File: src/rtl/mem_arbiter_pkg.sv
// -----------------------------------------------------------------------------
// mem_arbiter_pkg
// Shared types and widths for the unified-memory arbiter.
//   arb_sel_t  : encoded owner of an access (none / data / ifetch / SPI)
//   W_ARB_SEL  : width of arb_sel_t
//   W_SPI_AGE  : width of the SPI aging counter
//   W_CPU_DEFAULT : project-wide CPU address/data width
// -----------------------------------------------------------------------------
package mem_arbiter_pkg;

    localparam int W_CPU_DEFAULT = 32;
    localparam int W_ARB_SEL     = 2;
    localparam int W_SPI_AGE     = 4;

    typedef enum logic [W_ARB_SEL-1:0] {
        ARB_NONE = 2'd0,
        ARB_D    = 2'd1,
        ARB_I    = 2'd2,
        ARB_S    = 2'd3
    } arb_sel_t;

endpackage

File: src/rtl/mem_arbiter_if.sv
// -----------------------------------------------------------------------------
// mem_arbiter_if
// Bundles the three requester handshakes, the read-return path, the CPU stall
// and the memory command bus.
//   slave  : the arbiter's view (requests and mem_rdata in; grants, rvalids,
//            rdata, cpu_stall and memory command out)
//   master : the environment's view (requesters plus memory array)
// -----------------------------------------------------------------------------
interface mem_arbiter_if #(
    parameter int W_CPU = 32
);
    // Requesters
    logic             d_req, i_req, s_req;
    logic             d_we, s_we;
    logic [W_CPU-1:0] d_addr, i_addr, s_addr;
    logic [W_CPU-1:0] d_wdata, s_wdata;
    logic             d_gnt, i_gnt, s_gnt;
    logic             d_rvalid, i_rvalid, s_rvalid;
    logic [W_CPU-1:0] rdata;
    logic             cpu_stall;
    // Memory command bus
    logic             mem_en, mem_we;
    logic [W_CPU-1:0] mem_addr, mem_wdata;
    logic [W_CPU-1:0] mem_rdata;

    modport slave (
        input  d_req, i_req, s_req, d_we, s_we,
        input  d_addr, i_addr, s_addr, d_wdata, s_wdata,
        input  mem_rdata,
        output d_gnt, i_gnt, s_gnt, d_rvalid, i_rvalid, s_rvalid,
        output rdata, cpu_stall,
        output mem_en, mem_we, mem_addr, mem_wdata
    );

    modport master (
        output d_req, i_req, s_req, d_we, s_we,
        output d_addr, i_addr, s_addr, d_wdata, s_wdata,
        output mem_rdata,
        input  d_gnt, i_gnt, s_gnt, d_rvalid, i_rvalid, s_rvalid,
        input  rdata, cpu_stall,
        input  mem_en, mem_we, mem_addr, mem_wdata
    );

endinterface

File: src/rtl/mem_arbiter_arb_priority.sv
// -----------------------------------------------------------------------------
// arb_priority
// Combinational fixed-priority picker: data > ifetch > SPI, except that a
// promoted SPI request beats both CPU requesters.
//   i_d_req, i_i_req, i_s_req : pending requests
//   i_promote                 : SPI has waited long enough to jump the queue
//   o_gnt                     : one-hot grant, bit0 = data, bit1 = ifetch, bit2 = SPI
//   o_sel                     : encoded winner (ARB_NONE when idle)
// -----------------------------------------------------------------------------
module arb_priority
    import mem_arbiter_pkg::*;
(
    input  logic     i_d_req,
    input  logic     i_i_req,
    input  logic     i_s_req,
    input  logic     i_promote,
    output logic [2:0] o_gnt,
    output arb_sel_t o_sel
);

    always_comb begin
        // NOTE: every output gets a default before the if-chain, so no path
        // leaves it unassigned and no latch is inferred.
        o_gnt = 3'b000;
        o_sel = ARB_NONE;
        if (i_promote && i_s_req) begin
            o_gnt = 3'b100;
            o_sel = ARB_S;
        end else if (i_d_req) begin
            o_gnt = 3'b001;
            o_sel = ARB_D;
        end else if (i_i_req) begin
            o_gnt = 3'b010;
            o_sel = ARB_I;
        end else if (i_s_req) begin
            o_gnt = 3'b100;
            o_sel = ARB_S;
        end
    end

endmodule

File: src/rtl/mem_arbiter.sv
// -----------------------------------------------------------------------------
// mem_arbiter
// Shares the single-ported unified memory between CPU data, CPU ifetch and the
// SPI DMA engine. One access is issued per cycle; reads return one cycle later
// on the shared rdata bus, qualified by the owner's rvalid. An aging counter
// promotes SPI to top priority after SPI_MAX_WAIT consecutive denied cycles.
//   clk  : system clock
//   rst  : synchronous, active-high reset
//   bus  : mem_arbiter_if.slave (requests, grants, read return, stall, memory)
// -----------------------------------------------------------------------------
module mem_arbiter
    import mem_arbiter_pkg::*;
#(
    parameter int W_CPU        = W_CPU_DEFAULT,
    parameter int SPI_MAX_WAIT = 4
) (
    input  logic         clk,
    input  logic         rst,
    mem_arbiter_if.slave bus
);

    localparam logic [W_SPI_AGE-1:0] AGE_MAX = W_SPI_AGE'(SPI_MAX_WAIT);

    logic [W_SPI_AGE-1:0] r_spi_age;
    arb_sel_t             r_rsel;

    logic                 w_d_req, w_i_req, w_s_req;
    logic                 w_promote;
    logic [2:0]           w_gnt;
    arb_sel_t             w_sel;
    logic                 w_mem_we;
    logic [W_CPU-1:0]     w_mem_addr, w_mem_wdata;
    logic                 w_ret;

    // Requests are masked during reset so grants, stall and the command bus
    // all read zero without a separate clear path.
    assign w_d_req   = bus.d_req & ~rst;
    assign w_i_req   = bus.i_req & ~rst;
    assign w_s_req   = bus.s_req & ~rst;
    assign w_promote = (r_spi_age == AGE_MAX);

    arb_priority u_arb_priority (
        .i_d_req   (w_d_req),
        .i_i_req   (w_i_req),
        .i_s_req   (w_s_req),
        .i_promote (w_promote),
        .o_gnt     (w_gnt),
        .o_sel     (w_sel)
    );

    // Command mux: the winner's payload goes to memory; idle drives all zero.
    always_comb begin
        w_mem_we    = 1'b0;
        w_mem_addr  = '0;
        w_mem_wdata = '0;
        case (w_sel)
            ARB_D: begin
                w_mem_we    = bus.d_we;
                w_mem_addr  = bus.d_addr;
                w_mem_wdata = bus.d_wdata;
            end
            ARB_I: begin
                w_mem_addr  = bus.i_addr;
            end
            ARB_S: begin
                w_mem_we    = bus.s_we;
                w_mem_addr  = bus.s_addr;
                w_mem_wdata = bus.s_wdata;
            end
            default: ;
        endcase
    end

    assign bus.d_gnt     = w_gnt[0];
    assign bus.i_gnt     = w_gnt[1];
    assign bus.s_gnt     = w_gnt[2];
    assign bus.mem_en    = (w_sel != ARB_NONE);
    assign bus.mem_we    = w_mem_we;
    assign bus.mem_addr  = w_mem_addr;
    assign bus.mem_wdata = w_mem_wdata;
    assign bus.cpu_stall = (w_d_req & ~w_gnt[0]) | (w_i_req & ~w_gnt[1]);

    // Read return is suppressed while reset is held, so a read issued just
    // before reset never surfaces even though rsel clears only on the edge.
    assign w_ret        = ~rst & (r_rsel != ARB_NONE);
    assign bus.d_rvalid = ~rst & (r_rsel == ARB_D);
    assign bus.i_rvalid = ~rst & (r_rsel == ARB_I);
    assign bus.s_rvalid = ~rst & (r_rsel == ARB_S);
    assign bus.rdata    = w_ret ? bus.mem_rdata : '0;

    // NOTE: state uses non-blocking assignments so every flop samples the
    // pre-edge values and ordering between always blocks cannot matter.
    always_ff @(posedge clk) begin
        if (rst) begin
            r_spi_age <= '0;
            r_rsel    <= ARB_NONE;
        end else begin
            // Age counts consecutive denied SPI cycles, saturating at the limit.
            if (!bus.s_req || w_gnt[2]) begin
                r_spi_age <= '0;
            end else if (r_spi_age != AGE_MAX) begin
                r_spi_age <= r_spi_age + W_SPI_AGE'(1);
            end
            // Remember who owns the read issued this cycle; writes return nothing.
            r_rsel <= ((w_sel != ARB_NONE) && !w_mem_we) ? w_sel : ARB_NONE;
        end
    end

endmodule

File: src/flat_wrapper.sv
// flat-port wrapper written by rule: the top's interface ports become plain ports
module mem_arbiter_flat import mem_arbiter_pkg::*;
#(
    parameter int W_CPU        = W_CPU_DEFAULT,
    parameter int SPI_MAX_WAIT = 4
)
  (clk, rst, bus_d_req, bus_i_req, bus_s_req, bus_d_we, bus_s_we, bus_d_addr, bus_i_addr, bus_s_addr, bus_d_wdata, bus_s_wdata, bus_mem_rdata, bus_d_gnt, bus_i_gnt, bus_s_gnt, bus_d_rvalid, bus_i_rvalid, bus_s_rvalid, bus_rdata, bus_cpu_stall, bus_mem_en, bus_mem_we, bus_mem_addr, bus_mem_wdata);
  mem_arbiter_if #(.W_CPU(W_CPU)) bus_i ();
  input  logic clk;
  input  logic rst;
  input wire logic [$bits(bus_i.d_req)-1:0] bus_d_req;
  input wire logic [$bits(bus_i.i_req)-1:0] bus_i_req;
  input wire logic [$bits(bus_i.s_req)-1:0] bus_s_req;
  input wire logic [$bits(bus_i.d_we)-1:0] bus_d_we;
  input wire logic [$bits(bus_i.s_we)-1:0] bus_s_we;
  input wire logic [$bits(bus_i.d_addr)-1:0] bus_d_addr;
  input wire logic [$bits(bus_i.i_addr)-1:0] bus_i_addr;
  input wire logic [$bits(bus_i.s_addr)-1:0] bus_s_addr;
  input wire logic [$bits(bus_i.d_wdata)-1:0] bus_d_wdata;
  input wire logic [$bits(bus_i.s_wdata)-1:0] bus_s_wdata;
  input wire logic [$bits(bus_i.mem_rdata)-1:0] bus_mem_rdata;
  output wire logic [$bits(bus_i.d_gnt)-1:0] bus_d_gnt;
  output wire logic [$bits(bus_i.i_gnt)-1:0] bus_i_gnt;
  output wire logic [$bits(bus_i.s_gnt)-1:0] bus_s_gnt;
  output wire logic [$bits(bus_i.d_rvalid)-1:0] bus_d_rvalid;
  output wire logic [$bits(bus_i.i_rvalid)-1:0] bus_i_rvalid;
  output wire logic [$bits(bus_i.s_rvalid)-1:0] bus_s_rvalid;
  output wire logic [$bits(bus_i.rdata)-1:0] bus_rdata;
  output wire logic [$bits(bus_i.cpu_stall)-1:0] bus_cpu_stall;
  output wire logic [$bits(bus_i.mem_en)-1:0] bus_mem_en;
  output wire logic [$bits(bus_i.mem_we)-1:0] bus_mem_we;
  output wire logic [$bits(bus_i.mem_addr)-1:0] bus_mem_addr;
  output wire logic [$bits(bus_i.mem_wdata)-1:0] bus_mem_wdata;
  assign bus_i.d_req = bus_d_req;
  assign bus_i.i_req = bus_i_req;
  assign bus_i.s_req = bus_s_req;
  assign bus_i.d_we = bus_d_we;
  assign bus_i.s_we = bus_s_we;
  assign bus_i.d_addr = bus_d_addr;
  assign bus_i.i_addr = bus_i_addr;
  assign bus_i.s_addr = bus_s_addr;
  assign bus_i.d_wdata = bus_d_wdata;
  assign bus_i.s_wdata = bus_s_wdata;
  assign bus_i.mem_rdata = bus_mem_rdata;
  assign bus_d_gnt = bus_i.d_gnt;
  assign bus_i_gnt = bus_i.i_gnt;
  assign bus_s_gnt = bus_i.s_gnt;
  assign bus_d_rvalid = bus_i.d_rvalid;
  assign bus_i_rvalid = bus_i.i_rvalid;
  assign bus_s_rvalid = bus_i.s_rvalid;
  assign bus_rdata = bus_i.rdata;
  assign bus_cpu_stall = bus_i.cpu_stall;
  assign bus_mem_en = bus_i.mem_en;
  assign bus_mem_we = bus_i.mem_we;
  assign bus_mem_addr = bus_i.mem_addr;
  assign bus_mem_wdata = bus_i.mem_wdata;
  mem_arbiter #(.W_CPU(W_CPU), .SPI_MAX_WAIT(SPI_MAX_WAIT)) u_core (.clk(clk), .rst(rst), .bus(bus_i));
endmodule
File: config.mk
export PLATFORM = sky130hd
export DESIGN_NAME = mem_arbiter_flat
export DESIGN_NICKNAME = d
export VERILOG_FILES = /design/src/rtl/mem_arbiter_pkg.sv /design/src/rtl/mem_arbiter_if.sv /design/src/rtl/mem_arbiter_arb_priority.sv /design/src/rtl/mem_arbiter.sv /design/src/flat_wrapper.sv
export SDC_FILE = /design/constraint.sdc
export NUM_CORES = 1
export LEC_CHECK = 0
export ABC_CLOCK_PERIOD_IN_PS = 3600
export BUFFER_PORTS_ARGS = -buffer_cell sky130_fd_sc_hd__buf_2
export CAP_MARGIN = 20
export CORE_AREA = 2 2 118 120
export DETAILED_ROUTE_END_ITERATION = 8
export DIE_AREA = 0 0 120 122
export HOLD_SLACK_MARGIN = 0.12
export PLACE_DENSITY_LB_ADDON = 0.15
export REMOVE_ABC_BUFFERS = 1
export SLEW_MARGIN = 20
export SYNTH_ARGS = -nofsm -noshare
export SYNTH_HDL_FRONTEND = slang
export SYNTH_HIERARCHICAL = 1
export SYNTH_SLANG_ARGS = --single-unit
File: constraint.sdc
create_clock -name clk -period 3.6 [get_ports clk]
set_input_delay 0.36 -clock clk [delete_from_list [all_inputs] [get_ports clk]]
set_output_delay 0.36 -clock clk [all_outputs]
set_load 0.02 [all_outputs]
==> results of run 1 <==
==> Yosys cell counts, types with 2 or more instances <==
cell,number
a22o_1,33
inv_1,6
nand2b_1,3
mux2i_1,35
mux2_4,3
clkbuf_2,3
mux2_2,10
a21oi_1,2
and2_1,32
buf_4,2
dfxtp_1,6
buf_6,8
buf_2,10
nor2b_1,38
xnor2_1,2
mux2_1,19
nor2_1,7
nor3b_1,4
ha_1,2
==> flip-flops by register name, summed over array words and instances (netlist names) <==
register / count
u_core/r_rsel: 2
u_core/r_spi_age: 4
==> cell families after synthesis <==
group	synth area share, %
multiplexers	37.13
XOR/XNOR	0.9011
AO/OA/AOI/OAI	16.80
flip-flops	6.178
buffers and inverters	9.910
AND/OR/NAND/NOR	27.80
adder cells (fa/ha/maj)	1.287
==> where the power goes <==
group          switching [mW]  internal [mW]  total (mW)  leakage (nW)
Combinational           0.294          0.262       0.557          2.06
Sequential            0.00262         0.0696      0.0722        0.0490
Clock                  0.0344          0.142       0.177        0.0370
==> cell usage in the layout, fill, tap and decap left out <==
cell and instances:
dfxtp_1 6, nor2_1 7, o21ai_4 1, a21oi_1 2
mux2_4 3, nor2b_2 1, buf_4 3, and2_1 32
a21o_2 1, nand3_1 1, and3b_1 1, nor3b_1 4
o21a_1 1, nor2b_1 37, mux2_2 10, diode_2 2
buf_2 303, xnor2_1 2, buf_12 3, a22o_1 33
mux2i_1 35, nand2b_1 3, inv_1 6, or2_2 1
mux2_1 19, nand3b_1 1, a21boi_0 1, clkbuf_16 3
ha_1 2
==> stage by stage <==
step	setup TNS, ns	area, um^2	total power [mW]	utilization [%]	hold WS [ns]
floorplan	-303.51	1774	0.4092	-	0.4361
global placement	0	3613	0.6355	26.76	0.5199
detailed placement	0	3613	0.6344	26.76	0.5309
CTS	0	3689	0.8146	27.31	0.4578
global route	0	3694	0.8592	27.35	0.4886
finish	0	3694	0.8054	27.35	0.4547
==> worst max path at each step <==
stage / start / depth (start not counted) / end / slack, ns
2_1_floorplan: u_core/r_spi_age[0] / 8 / bus_mem_addr[0] / -5.51
3_3_place_gp: u_core/r_spi_age[0] / 10 / bus_mem_addr[30] / 0.72
4_1_cts: u_core/r_spi_age[0] / 10 / bus_mem_addr[11] / 0.44
5_1_grt: u_core/r_spi_age[0] / 10 / bus_mem_addr[9] / 0.17
6_report: u_core/r_spi_age[0] / 10 / bus_mem_addr[28] / 0.44
3_5_place_dp: u_core/r_spi_age[0] / 10 / bus_mem_addr[11] / 0.70
==> per-layer routing <==
metal / up-vias / track usage (%) / part of all wire (%)
li1: 1403 / - / -
met1: 1254 / 13.00 / 35
met2: 143 / 23.76 / 54
met3: 8 / 4.073 / 9.4
met4: 0 / 3.162 / 1.2
met5: - / 0 / 0
==> final cells by class <==
class	instances	share of cell area, %
repair buffers	309	43.29
inverters	6	0.6098
well taps	180	6.098
diodes	2	0.1355
flip-flops and latches	6	3.252
clock buffers	3	2.033
multi-input cells	198	44.58
==> worst max-delay path, stage by stage, from the launching register on <==
cell and delay [ns]:
dfxtp_1 0.33, inv_1 0.07, ha_1 0.17, nand3b_1 0.19, inv_1 0.18, nand2b_1 0.12
a21o_2 0.52, nor2b_2 0.24, buf_4 0.35, a22o_1 0.20, buf_2 0.17
==> flow_metrics.env, run 1 <==
export IMPL_dieWidth_um=120
export IMPL_dieHeight_um=122
export IMPL_cts_setup_buffers=0
export IMPL_whs_endpoint="u_core/r_rsel[0]"
export IMPL_cts_root_buffer="clkbuf_16"
export IMPL_die_area_um2=14640
export IMPL_grt_start_max_net_pins=33
export IMPL_cp_data_arrival_time_ns=2.80
export IMPL_dp_hpwl_um=8714
export IMPL_drv_slew=0
export IMPL_hold_start="rst"
export IMPL_crit_path_end_kind="primary output"
export IMPL_max_cap_violations=0
export IMPL_synthDistinctLibCells=27
export IMPL_rows=43
export IMPL_clk_pin_slew_worst_paths_ns=0.03
export IMPL_min_path_type="in2reg"
export IMPL_worst_slack_ns=0.4378
export IMPL_multiInputGateArea_um2=1647
export IMPL_synth_cells=233
export IMPL_wl_per_cell_um=14.29
export IMPL_grt_pass1_vias=2830
export IMPL_fin_crit_ns=3.162
export IMPL_cts_sinks=6
export IMPL_hold_viol=0
export IMPL_synth_top_area_share_pct=18.02
export IMPL_required_ns=3.24
export IMPL_port_buffers=303
export IMPL_dr_pass1_iters=6
export IMPL_yosys_register_bits=6
export IMPL_ant_nets=0
export IMPL_yosysWarnings=6
export IMPL_finalCritPeriodShare_pct=87.84
export IMPL_timing_worst_slew_pin_value_ns=0.6563
export IMPL_cellPowerDensity_nw_per_um2=218.1
export IMPL_seqCellArea_um2=120.1
export IMPL_cts_tree="yes"
export IMPL_rrSetupSlack_ns=1.11
export IMPL_cts_made_buffers=3
export IMPL_finalWirelength_um=10060
export IMPL_core_um2=13500
export IMPL_synth_async_reset_ratio_pct=0
export IMPL_grt_usage_pct=12.42
export IMPL_p_leak_nw=2.144
export IMPL_rsz0062_at_grt="no"
export IMPL_synth_main_ff_cell="dfxtp_1"
export IMPL_drc=0
export IMPL_rr_endpoint="u_core/r_rsel[1]"
export IMPL_outcome="finished clean"
export IMPL_start_util_pct=14.40
export IMPL_cp_start_kind="flop"
export IMPL_htreeDepth=1
export IMPL_syn_area_per_cell_um2=8.345
export IMPL_clock_skew_ns=0.001028
export IMPL_crit_type="reg2out"
export IMPL_io_pins=304
export IMPL_vias=2808
export IMPL_routed_via_density=3.989
export IMPL_dpl_cell_count=699
export IMPL_synth_area_leaders="mux2i_1 18%, a22o_1 15%, nor2b_1 12%"
export IMPL_r2r_start="u_core/r_spi_age[0]"
export IMPL_globalplace_congestion=0.8164
export IMPL_ys_seq_area_share_pct=6.178
export IMPL_yosys_area_top_type="mux2i_1"
export IMPL_synthToLayoutAreaGrowth_pct=89.96
export IMPL_fin_nets=725
export IMPL_drt_iter0_markers=67
export IMPL_antenna_found_initial=2
export IMPL_synth_edf_count=0
export IMPL_grt_pass1_wl_um=14480
export IMPL_setup_viol=0
export IMPL_slew_headroom_pct=56.08
export IMPL_ir_drop_mv=0.1489
export IMPL_syn_area_um2=1944
export IMPL_drive_above_1_share_pct=63.03
export IMPL_cts_hold_buf=0
export IMPL_critPathMaxFanout=32
export IMPL_ff2ff_path_depth=10
export IMPL_final_cell_count_no_fill=704
export IMPL_pre_cts_slack_ns=0.6978
export IMPL_insertion_delay_ns=0.22
export IMPL_clock_fmax_mhz=316.2
export IMPL_postCtsResizedCells=0
export IMPL_grt_remaining_overflow=0
export IMPL_fill_cells=1500
export IMPL_min_path_cells=2
export IMPL_cts_buffer_depth=2
Power figures use the tool's default switching activity.
==> run 2, diff against run 1 <==
--- a/config.mk
+++ b/config.mk
@@ -5,6 +5,7 @@
 export SDC_FILE = /design/constraint.sdc
 export NUM_CORES = 1
 export LEC_CHECK = 0
+export ABC_AREA = 1
 export ABC_CLOCK_PERIOD_IN_PS = 3600
 export BUFFER_PORTS_ARGS = -buffer_cell sky130_fd_sc_hd__buf_2
 export CAP_MARGIN = 20
==> flow_metrics.env, run 2 <==
export IMPL_grt_usage_pct=13.29
export IMPL_start_util_pct=12.30
export IMPL_fin_crit_ns=2.789
export IMPL_syn_area_per_cell_um2=4.324
export IMPL_ys_seq_area_share_pct=7.234
export IMPL_ant_nets=0
export IMPL_final_cell_mix="303 x buf_2, 210 x nand2_1, 48 x inv_1"
export IMPL_cts_hold_buf=0
export IMPL_cellPowerDensity_nw_per_um2=212.6
export IMPL_synth_cells=384
export IMPL_wl_per_cell_um=12.81
export IMPL_timing_worst_slew_pin_value_ns=0.7445
export IMPL_syn_area_um2=1660
export IMPL_core_um2=13500
export IMPL_synth_async_reset_ratio_pct=0
export IMPL_grt_pass1_vias=3143
export IMPL_hold_viol=0
export IMPL_yosys_area_top_type="nand2_1"
export IMPL_critPathMaxFanout=41
export IMPL_fin_tns_setup_ns=0
export IMPL_ir_drop_mv=0.1012
export IMPL_grt_start_max_net_pins=65
export IMPL_yosys_register_bits=6
export IMPL_finalCritPeriodShare_pct=77.47
export IMPL_globalplace_congestion=0.8217
export IMPL_slowest_delay_ns=0.36
export IMPL_crit_buf_inv=4
export IMPL_cp_start_kind="flop"
export IMPL_fin_nets=880
export IMPL_largest_reg_flops=4
export IMPL_path_cells="inv_1 > ha_1 > nand2_1 > nor2_1 > nand2_2 > nand3_1 > inv_2 > nor2_4 > buf_4 > nand2_1 > nand3_1 > buf_2"
export IMPL_dp_hpwl_um=9541
export IMPL_yosysWarnings=6
export IMPL_drv_slew=0
export IMPL_cp_data_arrival_time_ns=2.43
export IMPL_drc=0
export IMPL_required_ns=3.24
export IMPL_vias=3382
export IMPL_setup_viol=0
export IMPL_p_leak_nw=2.389
export IMPL_crit_path_end_kind="primary output"
export IMPL_synth_common_cells="210 x nand2_1, 48 x inv_1, 46 x nor2_1, 39 x nand3_1, 18 x buf_2"
export IMPL_min_path_type="in2reg"
export IMPL_drive_above_1_share_pct=47.12
export IMPL_slew_headroom_pct=50.18
export IMPL_final_util_pct=25.55
export IMPL_clk_pin_slew_worst_paths_ns=0.03
export IMPL_outcome="finished clean"
export IMPL_dieHeight_um=122
export IMPL_cts_buffer_depth=2
export IMPL_port_buffers=303
export IMPL_cts_root_buffer="clkbuf_16"
export IMPL_antenna_found_initial=4
export IMPL_path_delay_family="simple AND/OR/NAND/NOR gates"
export IMPL_dr_pass1_iters=5
export IMPL_cts_setup_buffers=0
export IMPL_critPathSlowestCell="buf_4"
export IMPL_dieWidth_um=120
export IMPL_cts_sinks=6
export IMPL_regMostFlops="u_core/r_spi_age"
export IMPL_cts_made_buffers=3
export IMPL_drt_iter0_markers=82
export IMPL_cts_tree="yes"
export IMPL_postCtsResizedCells=0
export IMPL_finalWirelength_um=11000
export IMPL_synthToLayoutAreaGrowth_pct=107.8
export IMPL_synthDistinctLibCells=17
export IMPL_fill_cells=1594
export IMPL_routed_via_density=3.942
export IMPL_die_area_um2=14640
export IMPL_synth_main_ff_cell="dfxtp_1"
export IMPL_rows=43
export IMPL_synth_top_area_share_pct=47.48
export IMPL_htreeDepth=1
export IMPL_top_regs="u_core/r_spi_age: 4 flops, u_core/r_rsel: 2 flops"
export IMPL_crit_type="reg2out"
export IMPL_multiInputGateArea_um2=1270
export IMPL_rsz0062_at_grt="no"
export IMPL_synth_area_leaders="nand2_1 47%, nand3_1 12%, inv_1 11%"
export IMPL_clock_fmax_mhz=358.6
export IMPL_insertion_delay_ns=0.23
export IMPL_seqCellArea_um2=120.1
export IMPL_clock_skew_ns=0.001470
export IMPL_synth_edf_count=0
export IMPL_grt_remaining_overflow=0
export IMPL_max_cap_violations=0
export IMPL_io_pins=304
export IMPL_yosysMostFrequentCell="nand2_1"
export IMPL_layout_commonest_cell="buf_2"
export IMPL_grt_pass1_wl_um=15370
run 2: cell types whose count changed in the layout (fill, tap and decap cells not counted), sizes merged, moves of 32 or more:
| cell | delta |
|---|---|
| nand2 | +211 |
| and2 | -32 |
| mux2i | -35 |
| nor2b | -38 |
| nand3 | +38 |
| mux2 | -32 |
| inv | +45 |
| nor2 | +41 |
| a22o | -33 |
run 2: path summary, 6_finish.rpt:
check                      start                  end  slack [ns]  depth (start not counted)
max          u_core/r_spi_age[0]     bus_mem_addr[21]        0.81                         12
min                     bus_d_we     u_core/r_rsel[1]        0.51                          4
max reg2reg  u_core/r_spi_age[0]     u_core/r_rsel[0]        1.78                         10
min reg2reg  u_core/r_spi_age[1]  u_core/r_spi_age[1]        0.54                          2
run 2: worst register-to-register path, delay by kind of cell, from the launching register on:
kind	cells	cell delay, ns
AO/OA/AOI/OAI	1	0.31
adder cells (fa/ha/maj)	1	0.19
buffers and inverters	1	0.11
flip-flops	1	0.33
AND/OR/NAND/NOR	7	0.84
run 2: final cells by class:
class,count,share of cell area [%]
Timing Repair Buffer,308,45.40
Antenna cell,1,0.07252
Tap cell,180,6.526
Inverter,51,5.548
Multi-Input combinational cell,309,36.80
Clock buffer,3,2.175
Sequential cell,6,3.481
run 2: cell families (layout without fill, tap and decap cells):
| logic type | Yosys count | after routing | synth area share (%) |
|---|---|---|---|
| and+or+nand+nor | 303 | 303 | 72.65 |
| other | 0 | 1 | 0 |
| DFF | 6 | 6 | 7.235 |
| buffers and inverters | 69 | 362 | 16.96 |
| AOI/OAI and AO/OA | 4 | 4 | 1.658 |
| adders and majority gates | 2 | 2 | 1.507 |
run 2: where the power goes:
| part | total, mW | switching (mW) | internal (mW) | leakage (nW) |
|---|---|---|---|---|
| Combinational | 0.483 | 0.296 | 0.187 | 2.30 |
| Sequential | 0.0721 | 0.00287 | 0.0693 | 0.0488 |
| Clock | 0.179 | 0.0364 | 0.142 | 0.0370 |
run 2: metal layers:
metal	wire, um	GRT usage [%]
met5	13	0
met3	1160	3.324
met2	5761	26.56
met4	119	1.912
met1	3940	14.18
run 2: through the flow:
step	instances	total power, mW	setup slack (ns)	instance area (um^2)	hold slack, ns
after floorplan	366	0.3183	1.044	1570	0.5064
after global placement	854	0.5587	1.083	3366	0.5332
after detailed placement	854	0.5575	1.064	3366	0.5319
after CTS	857	0.7416	0.7835	3441	0.5067
after global routing	858	0.7873	0.5233	3451	0.5631
final	858	0.7335	0.8111	3451	0.5140
